===== src/rtl/alu_pkg.sv =====
// Shared ALU definitions: opcode constants and the sequencer state encoding.
// Also used by the control-unit decoder.
package alu_pkg;

    localparam logic [3:0] OP_ADD  = 4'b0000;
    localparam logic [3:0] OP_SUB  = 4'b0001;
    localparam logic [3:0] OP_AND  = 4'b0010;
    localparam logic [3:0] OP_OR   = 4'b0011;
    localparam logic [3:0] OP_BEQ  = 4'b0100;
    localparam logic [3:0] OP_XOR  = 4'b0101;
    localparam logic [3:0] OP_SLT  = 4'b0110;
    localparam logic [3:0] OP_SLTU = 4'b0111;
    localparam logic [3:0] OP_MULU = 4'b1000;
    localparam logic [3:0] OP_DIVU = 4'b1001;

    typedef enum logic [1:0] {
        IDLE = 2'd0,
        MUL  = 2'd1,
        DIV  = 2'd2,
        DONE = 2'd3
    } alu_state_e;

endpackage


===== src/rtl/seq_alu_muldiv.sv =====
// Iterative unsigned shift-add multiplier and restoring divider, one bit per clock.
// Result is presented combinationally on the cycle done is high.
module seq_alu_muldiv #(
    parameter int unsigned WIDTH = 32,
    parameter int unsigned CNT_W = 6
) (
    input  logic             clk,
    input  logic             rst,
    input  logic             start,
    input  logic             is_div,
    input  logic [WIDTH-1:0] op_a,
    input  logic [WIDTH-1:0] op_b,
    output logic             done,
    output logic [WIDTH-1:0] res_lo,
    output logic [WIDTH-1:0] res_hi
);

    logic [WIDTH-1:0] acc_q, b_q, m_q;
    logic [WIDTH-1:0] cur_acc, cur_b, cur_m, nxt_acc, nxt_b;
    logic [WIDTH:0]   sum, shifted, diff;
    logic             div_q, busy_q, cur_div;
    logic [CNT_W-1:0] cnt_q;

    // The accept edge already performs iteration 0 on the raw operands, so the
    // counter holds the index of the iteration the coming edge performs.
    always_comb begin
        cur_acc = start ? '0 : acc_q;
        cur_b   = start ? op_a : b_q;
        cur_m   = start ? op_b : m_q;
        cur_div = start ? is_div : div_q;
        sum     = '0;
        shifted = '0;
        diff    = '0;
        if (cur_div) begin
            shifted = {cur_acc, cur_b[WIDTH-1]};
            diff    = shifted - {1'b0, cur_m};
            if (!diff[WIDTH]) begin
                nxt_acc = diff[WIDTH-1:0];
                nxt_b   = {cur_b[WIDTH-2:0], 1'b1};
            end else begin
                nxt_acc = shifted[WIDTH-1:0];
                nxt_b   = {cur_b[WIDTH-2:0], 1'b0};
            end
        end else begin
            sum     = {1'b0, cur_acc} + (cur_b[0] ? {1'b0, cur_m} : '0);
            nxt_acc = sum[WIDTH:1];
            nxt_b   = {sum[0], cur_b[WIDTH-1:1]};
        end
    end

    assign done   = busy_q && (cnt_q == CNT_W'(WIDTH - 1));
    assign res_lo = nxt_b;
    assign res_hi = nxt_acc;

    always_ff @(posedge clk) begin
        if (rst) begin
            busy_q <= 1'b0;
            cnt_q  <= '0;
            acc_q  <= '0;
            b_q    <= '0;
            m_q    <= '0;
            div_q  <= 1'b0;
        end else if (start) begin
            busy_q <= 1'b1;
            cnt_q  <= CNT_W'(1);
            m_q    <= op_b;
            div_q  <= is_div;
            acc_q  <= nxt_acc;
            b_q    <= nxt_b;
        end else if (busy_q) begin
            acc_q <= nxt_acc;
            b_q   <= nxt_b;
            if (done) begin
                busy_q <= 1'b0;
                cnt_q  <= '0;
            end else begin
                cnt_q <= cnt_q + CNT_W'(1);
            end
        end
    end

endmodule


===== src/rtl/seq_alu.sv =====
// Registered ALU with single-cycle ops plus iterative mulu/divu behind a start/ready/valid
// handshake. Define SEQ_ALU_OVF_EN to add the signed-overflow output ovf.
module seq_alu
    import alu_pkg::*;
#(
    parameter int unsigned WIDTH = 32,
    parameter int unsigned CNT_W = 6
) (
    input  logic             clk,
    input  logic             rst,
    input  logic             start,
    input  logic [3:0]       ALUctrl,
    input  logic [WIDTH-1:0] busA,
    input  logic [WIDTH-1:0] busB,
    input  logic [15:0]      imm16,
    input  logic             ALUsrc,
    output logic             ready,
    output logic             valid,
    output logic [WIDTH-1:0] ans,
    output logic [WIDTH-1:0] hi,
    output logic             zero
`ifdef SEQ_ALU_OVF_EN
    ,
    output logic             ovf
`endif
);

    alu_state_e       state_q, state_d;
    logic [WIDTH-1:0] sext, opnd_b, sum, diff, sc_ans, sc_hi, md_lo, md_hi;
    logic [WIDTH-1:0] ans_q, ans_d, hi_q, hi_d;
    logic [3:0]       op;
    logic             accept, is_mul, is_div, md_start, md_done, valid_q, valid_d;

    assign sext     = WIDTH'($signed(imm16));
    assign op       = ALUsrc ? OP_ADD : ALUctrl;
    assign opnd_b   = ALUsrc ? sext : busB;
    assign sum      = busA + opnd_b;
    assign diff     = busA - opnd_b;
    assign accept   = start && ready;
    assign is_mul   = (op == OP_MULU);
    assign is_div   = (op == OP_DIVU) && (busB != '0);
    assign md_start = accept && (is_mul || is_div);

    always_comb begin
        sc_ans = '0;
        sc_hi  = '0;
        case (op)
            OP_ADD:          sc_ans = sum;
            OP_SUB, OP_BEQ:  sc_ans = diff;
            OP_AND:          sc_ans = busA & busB;
            OP_OR:           sc_ans = busA | busB;
            OP_XOR:          sc_ans = busA ^ busB;
            OP_SLT:          sc_ans = WIDTH'($signed(busA) < $signed(busB));
            OP_SLTU:         sc_ans = WIDTH'(busA < busB);
            // Only reached as a single-cycle op when the divisor is zero.
            OP_DIVU: begin
                sc_ans = '1;
                sc_hi  = busA;
            end
            default: ;
        endcase
    end

    seq_alu_muldiv #(
        .WIDTH (WIDTH),
        .CNT_W (CNT_W)
    ) u_muldiv (
        .clk    (clk),
        .rst    (rst),
        .start  (md_start),
        .is_div (is_div),
        .op_a   (busA),
        .op_b   (busB),
        .done   (md_done),
        .res_lo (md_lo),
        .res_hi (md_hi)
    );

    always_ff @(posedge clk) begin
        if (rst) begin
            state_q <= IDLE;
            ans_q   <= '0;
            hi_q    <= '0;
            valid_q <= 1'b0;
        end else begin
            state_q <= state_d;
            ans_q   <= ans_d;
            hi_q    <= hi_d;
            valid_q <= valid_d;
        end
    end

    always_comb begin
        state_d = state_q;
        unique case (state_q)
            IDLE, DONE: begin
                if (accept) begin
                    state_d = is_mul ? MUL : (is_div ? DIV : DONE);
                end
            end
            MUL, DIV: begin
                if (md_done) state_d = DONE;
            end
            default: state_d = IDLE;
        endcase
    end

    always_comb begin
        ready   = (state_q == IDLE) || (state_q == DONE);
        ans_d   = ans_q;
        hi_d    = hi_q;
        valid_d = 1'b0;
        if (accept && !md_start) begin
            ans_d   = sc_ans;
            hi_d    = sc_hi;
            valid_d = 1'b1;
        end else if (md_done) begin
            ans_d   = md_lo;
            hi_d    = md_hi;
            valid_d = 1'b1;
        end
    end

    assign valid = valid_q;
    assign ans   = ans_q;
    assign hi    = hi_q;
    assign zero  = (ans_q == '0);

`ifdef SEQ_ALU_OVF_EN
    logic sc_ovf, ovf_q;

    always_comb begin
        sc_ovf = 1'b0;
        if (op == OP_ADD) begin
            sc_ovf = (busA[WIDTH-1] == opnd_b[WIDTH-1]) && (sum[WIDTH-1] != busA[WIDTH-1]);
        end else if (op == OP_SUB || op == OP_BEQ) begin
            sc_ovf = (busA[WIDTH-1] != opnd_b[WIDTH-1]) && (diff[WIDTH-1] != busA[WIDTH-1]);
        end
    end

    always_ff @(posedge clk) begin
        if (rst) begin
            ovf_q <= 1'b0;
        end else if (accept && !md_start) begin
            ovf_q <= sc_ovf;
        end else if (md_done) begin
            ovf_q <= 1'b0;
        end
    end

    assign ovf = ovf_q;
`endif

endmodule

===== config.mk =====
export PLATFORM = sky130hd
export DESIGN_NAME = seq_alu
export DESIGN_NICKNAME = d
export VERILOG_FILES = /design/src/rtl/alu_pkg.sv /design/src/rtl/seq_alu_muldiv.sv /design/src/rtl/seq_alu.sv
export SDC_FILE = /design/constraint.sdc
export NUM_CORES = 1
export LEC_CHECK = 0
export ABC_CLOCK_PERIOD_IN_PS = 13100
export BUFFER_PORTS_ARGS = -buffer_cell sky130_fd_sc_hd__buf_2
export CORE_MARGIN = 3
export CORE_UTILIZATION = 54
export CTS_BUF_LIST = sky130_fd_sc_hd__clkbuf_16
export CTS_CLUSTER_SIZE = 20
export DETAILED_ROUTE_END_ITERATION = 10
export PLACE_DENSITY = 0.73
export SLEW_MARGIN = 20
export SYNTH_ARGS = -nofsm -noshare
export SYNTH_HDL_FRONTEND = slang
export SYNTH_SLANG_ARGS = --single-unit

===== constraint.sdc =====
create_clock -name clk -period 13.1 [get_ports clk]
set_clock_uncertainty 0.05 [all_clocks]
set_input_delay 2.62 -clock clk [delete_from_list [all_inputs] [get_ports clk]]
set_output_delay 2.62 -clock clk [all_outputs]
set_load 0.005 [all_outputs]

==> impl_results.md <==
* Clock latency on the worst-skew pair at around 0.46 ns
* Max incr delay on CP at between 0.7 and 0.8 ns
* CTS Sinks at roughly 170
* Period minus WS final at about 9.4 ns
* # setup viols final at 0
* Crit Path Max Fanout at 60
* Number of flops mapped to enable cells by yosys at 0
* HPWL Detailed at about 54 mm
* TritonRoute pass-1 iters at 6
* Vias in the first global route at between 15k and 20k
* Synth cell count leaders: 359 x nand2_1, 264 x nor2_1, 234 x a21oi_1, 184 x ha_1, 171 x dfxtp_1
* Worst Setup End Kind: flip-flop
* Reg clk slew, reported paths at 0.08 ns
* Outcome: finished, final reports clean
* Synth Register Bits at approximately 170
* Setup bufs post-CTS at 0
* CTS Buf Count at 17
* CP Launch Type: input pin
* Initial core utilization at 0.550
* CTS H-tree lvls at 4
* Core area at approximately 0.032 mm^2
* Min-Delay Path Depth at 2
* Synth Warn # at 0
* Measured slew at the worst slew-check pin at roughly 1.2 ns
* Leak at 8.37 nW
* R2r endpoint: hi[27]
* Final hold slack at 0.404 ns
* Design area at roughly 0.019 mm^2
* I/O Buffers at 154
* Ranking of synthesized cells by area: dfxtp_1 20%, ha_1 13%, nand2_1 7.7%, a21oi_1 6.7%, nor2_1 5.7%
* Die height at 186 um
* Hold buffers post-CTS at 0
* Synth area leader: dfxtp_1
* CTS max path bufs at 2
* Total negative slack at 0 ns
* Iteration-0 DRC Markers at roughly 2.7k
* Highest-delay cell along the critical path: nor4_1
* Fin cells at just under 3k
* Most common cell in the synthesized netlist: nand2_1
* RSZ-0062 raised after global routing: no
* Post-cts resize count at 0
* Arrival time worst endpoint at about 9.7 ns
* Final Core Density at 0.599
* Total number of vias at 19.8k
* Synthesized area at 0.0174 mm^2
* Die width at between 150 and 200 um
* Fin. Hold Viols at 0
* GR Overflow Total at 0
* Share of layout cells above drive strength 1 at 0.0961
* Synth Instances at approximately 2.5k
* Initial antenna violation count at 1
* Syn nets at 2773
* WS Path Type: in -> reg
* Pin count of the biggest net entering global routing at between 80 and 90
* Root buffer cell: clkbuf_16
* # DRC at 0
* CP Data Required Time at 13.39 ns
* Site Rows at 65
* Die ar. at 0.0345 mm^2
* Slew Limit Fails at 0
* R2r setup slk at roughly 6.6 ns
* First-pass GRT wire length at 107 mm
* # IOs at around 160
* Post-route ant nets at 0
* Cell repeated most along the worst path: a21oi_1
* GRT Resource Usage Total at 0.399
* Post-synth top area share at 0.196
* Fillers at just over 3k
* Max-Cap Viols at 0
* Syn avg cell area at about 7.0 um^2
* Routed WL at about 71 mm
* Post-synth ARST share at 0
* Hold EP: u_muldiv.acc_q[16]
* Layout area overhead at 9.02%
* Net count, final at 2819
* Slew HR at 0.192
* Sequential element share of the synthesized area at 0.196
* Dominant synthesized flop cell: dfxtp_1
* RR Startpoint: state_q[1]
* CP top delay family: compound AO/OA/AOI/OAI gates
* Gpl congestion at between 1 and 1.5
* CTS tree: done
* DR WL/cell at between 20 and 25 um
* Final period utilization at 0.719
* Vias per cell at 6.69
* DP Cell Count at 2929
* Maximum vdd ir drop at 98.3 uV
* Pwr Density at ~92 mW/mm^2
* R2R cell count at 21
* Fmax at ~0.11 GHz
* Number of distinct library cells after synthesis at 77
* Hold crit path type: reg -> reg
* Critical path cell sequence: buf_2, nor4_1, nand2_1, or4_1, nand2_4, buf_4, a21oi_1, inv_1, ha_1, inv_1, ha_1, o31ai_1, a21oi_1, a2bb2oi_1, o221ai_1, o2111ai_2, a31oi_4, xnor2_2, buf_4, nor2_1, a22oi_1, a21oi_1, a221o_1
* CP Buf/Inv Count at 5
* Placed instance area at 0.0184 mm^2
* Worst hold start: u_muldiv.acc_q[16]
-- where the power goes --
group	switching (mW)	total, mW	internal (mW)
sequential	0.0248	0.563	0.538
combinational	0.434	0.668	0.234
clock	0.268	0.524	0.255
-- metrics by stage --
stage	total power [mW]	setup slack [ns]
floorplan	0.988	4.43
global placement	1.21	3.74
detailed placement	1.22	3.53
CTS	1.73	3.97
global route	1.82	3.30
finish	1.75	3.68
-- final cells by class --
cell class                 instances  area [um^2]  area share
clock inverter                    15          155     0.00816
sequential                       171         3420       0.180
timing repair buffer             182          980      0.0515
antenna                            1         2.50    0.000132
clock buffer                      17          425      0.0224
tap                              402          503      0.0265
inverter                         127          477      0.0251
multi-input combinational       2047        13000       0.686
-- state kept, by name, indices dropped and copies added (netlist names) --
name,cells
u_muldiv.busy_q,1
state_q,2
valid,1
u_muldiv.cnt_q,6
u_muldiv.div_q,1
u_muldiv.b_q,32
ans,32
u_muldiv.m_q,32
hi,32
u_muldiv.acc_q,32
-- per-layer routing --
| metal | global-route usage | vias up | part of all wire |
|---|---|---|---|
| li1 | - | 8975 | - |
| met1 | 0.551 | 9345 | 0.42 |
| met2 | 0.597 | 1268 | 0.42 |
| met3 | 0.0813 | 219 | 0.11 |
| met4 | 0.182 | 2 | 0.050 |
| met5 | 0 | - | 0.00027 |
-- worst register-to-register path, cell delays in order (launching register included) --
cell and delay, ns:
dfxtp_1 0.38, xnor2_1 0.51, and3_1 0.54, nand2_4 0.33, buf_4 0.44, a21oi_1 0.29, inv_1 0.08, ha_1 0.25
inv_1 0.08, ha_1 0.26, o21ai_0 0.13, a21oi_1 0.17, a2bb2oi_1 0.22, o221ai_1 0.32, o2111ai_2 0.51, a31oi_4 0.24
xnor2_2 0.26, buf_4 0.40, nor2_1 0.25, a22oi_1 0.28, a21oi_1 0.11, a221o_1 0.28
-- cells in the final DEF, fill, tap and decap left out, drive strengths merged, types with 15 or more instances in the layout --
master,instances
ha,184
nand3,39
o21ai,170
o2111ai,29
a21o,53
a21oi,234
a31oi,48
mux2i,20
dfxtp,171
and2,36
a22oi,29
xnor2,91
o21bai,30
nand4,23
nor2,264
and3,36
nand2b,25
inv,134
xor2,46
nor4,21
buf,182
nor3,44
clkbuf,17
a211oi,58
o21a,21
nand2,359
o31ai,15
-- how the worst max path moves through the flow --
stage,start,to,slack (ns),cells after the start
final,busB[18],hi[27],3.68,23
after global routing,busB[18],u_muldiv.acc_q[23],3.30,22
after CTS,busB[18],hi[27],3.97,23
after detailed placement,busB[18],u_muldiv.acc_q[23],3.53,22
after global placement,busB[18],hi[27],3.74,23
after floorplan,busB[4],u_muldiv.acc_q[26],4.43,28
-- cells by family after synthesis --
group | Yosys count | synth area share
AND/OR/NAND/NOR | 903 | 0.233
AO/OA/AOI/OAI | 798 | 0.293
buffers and inverters | 282 | 0.0613
adder cells (fa/ha/maj) | 188 | 0.135
flip-flops | 171 | 0.196
XOR/XNOR | 137 | 0.0697
multiplexers | 21 | 0.0121
(Power assumes the default switching activity.)
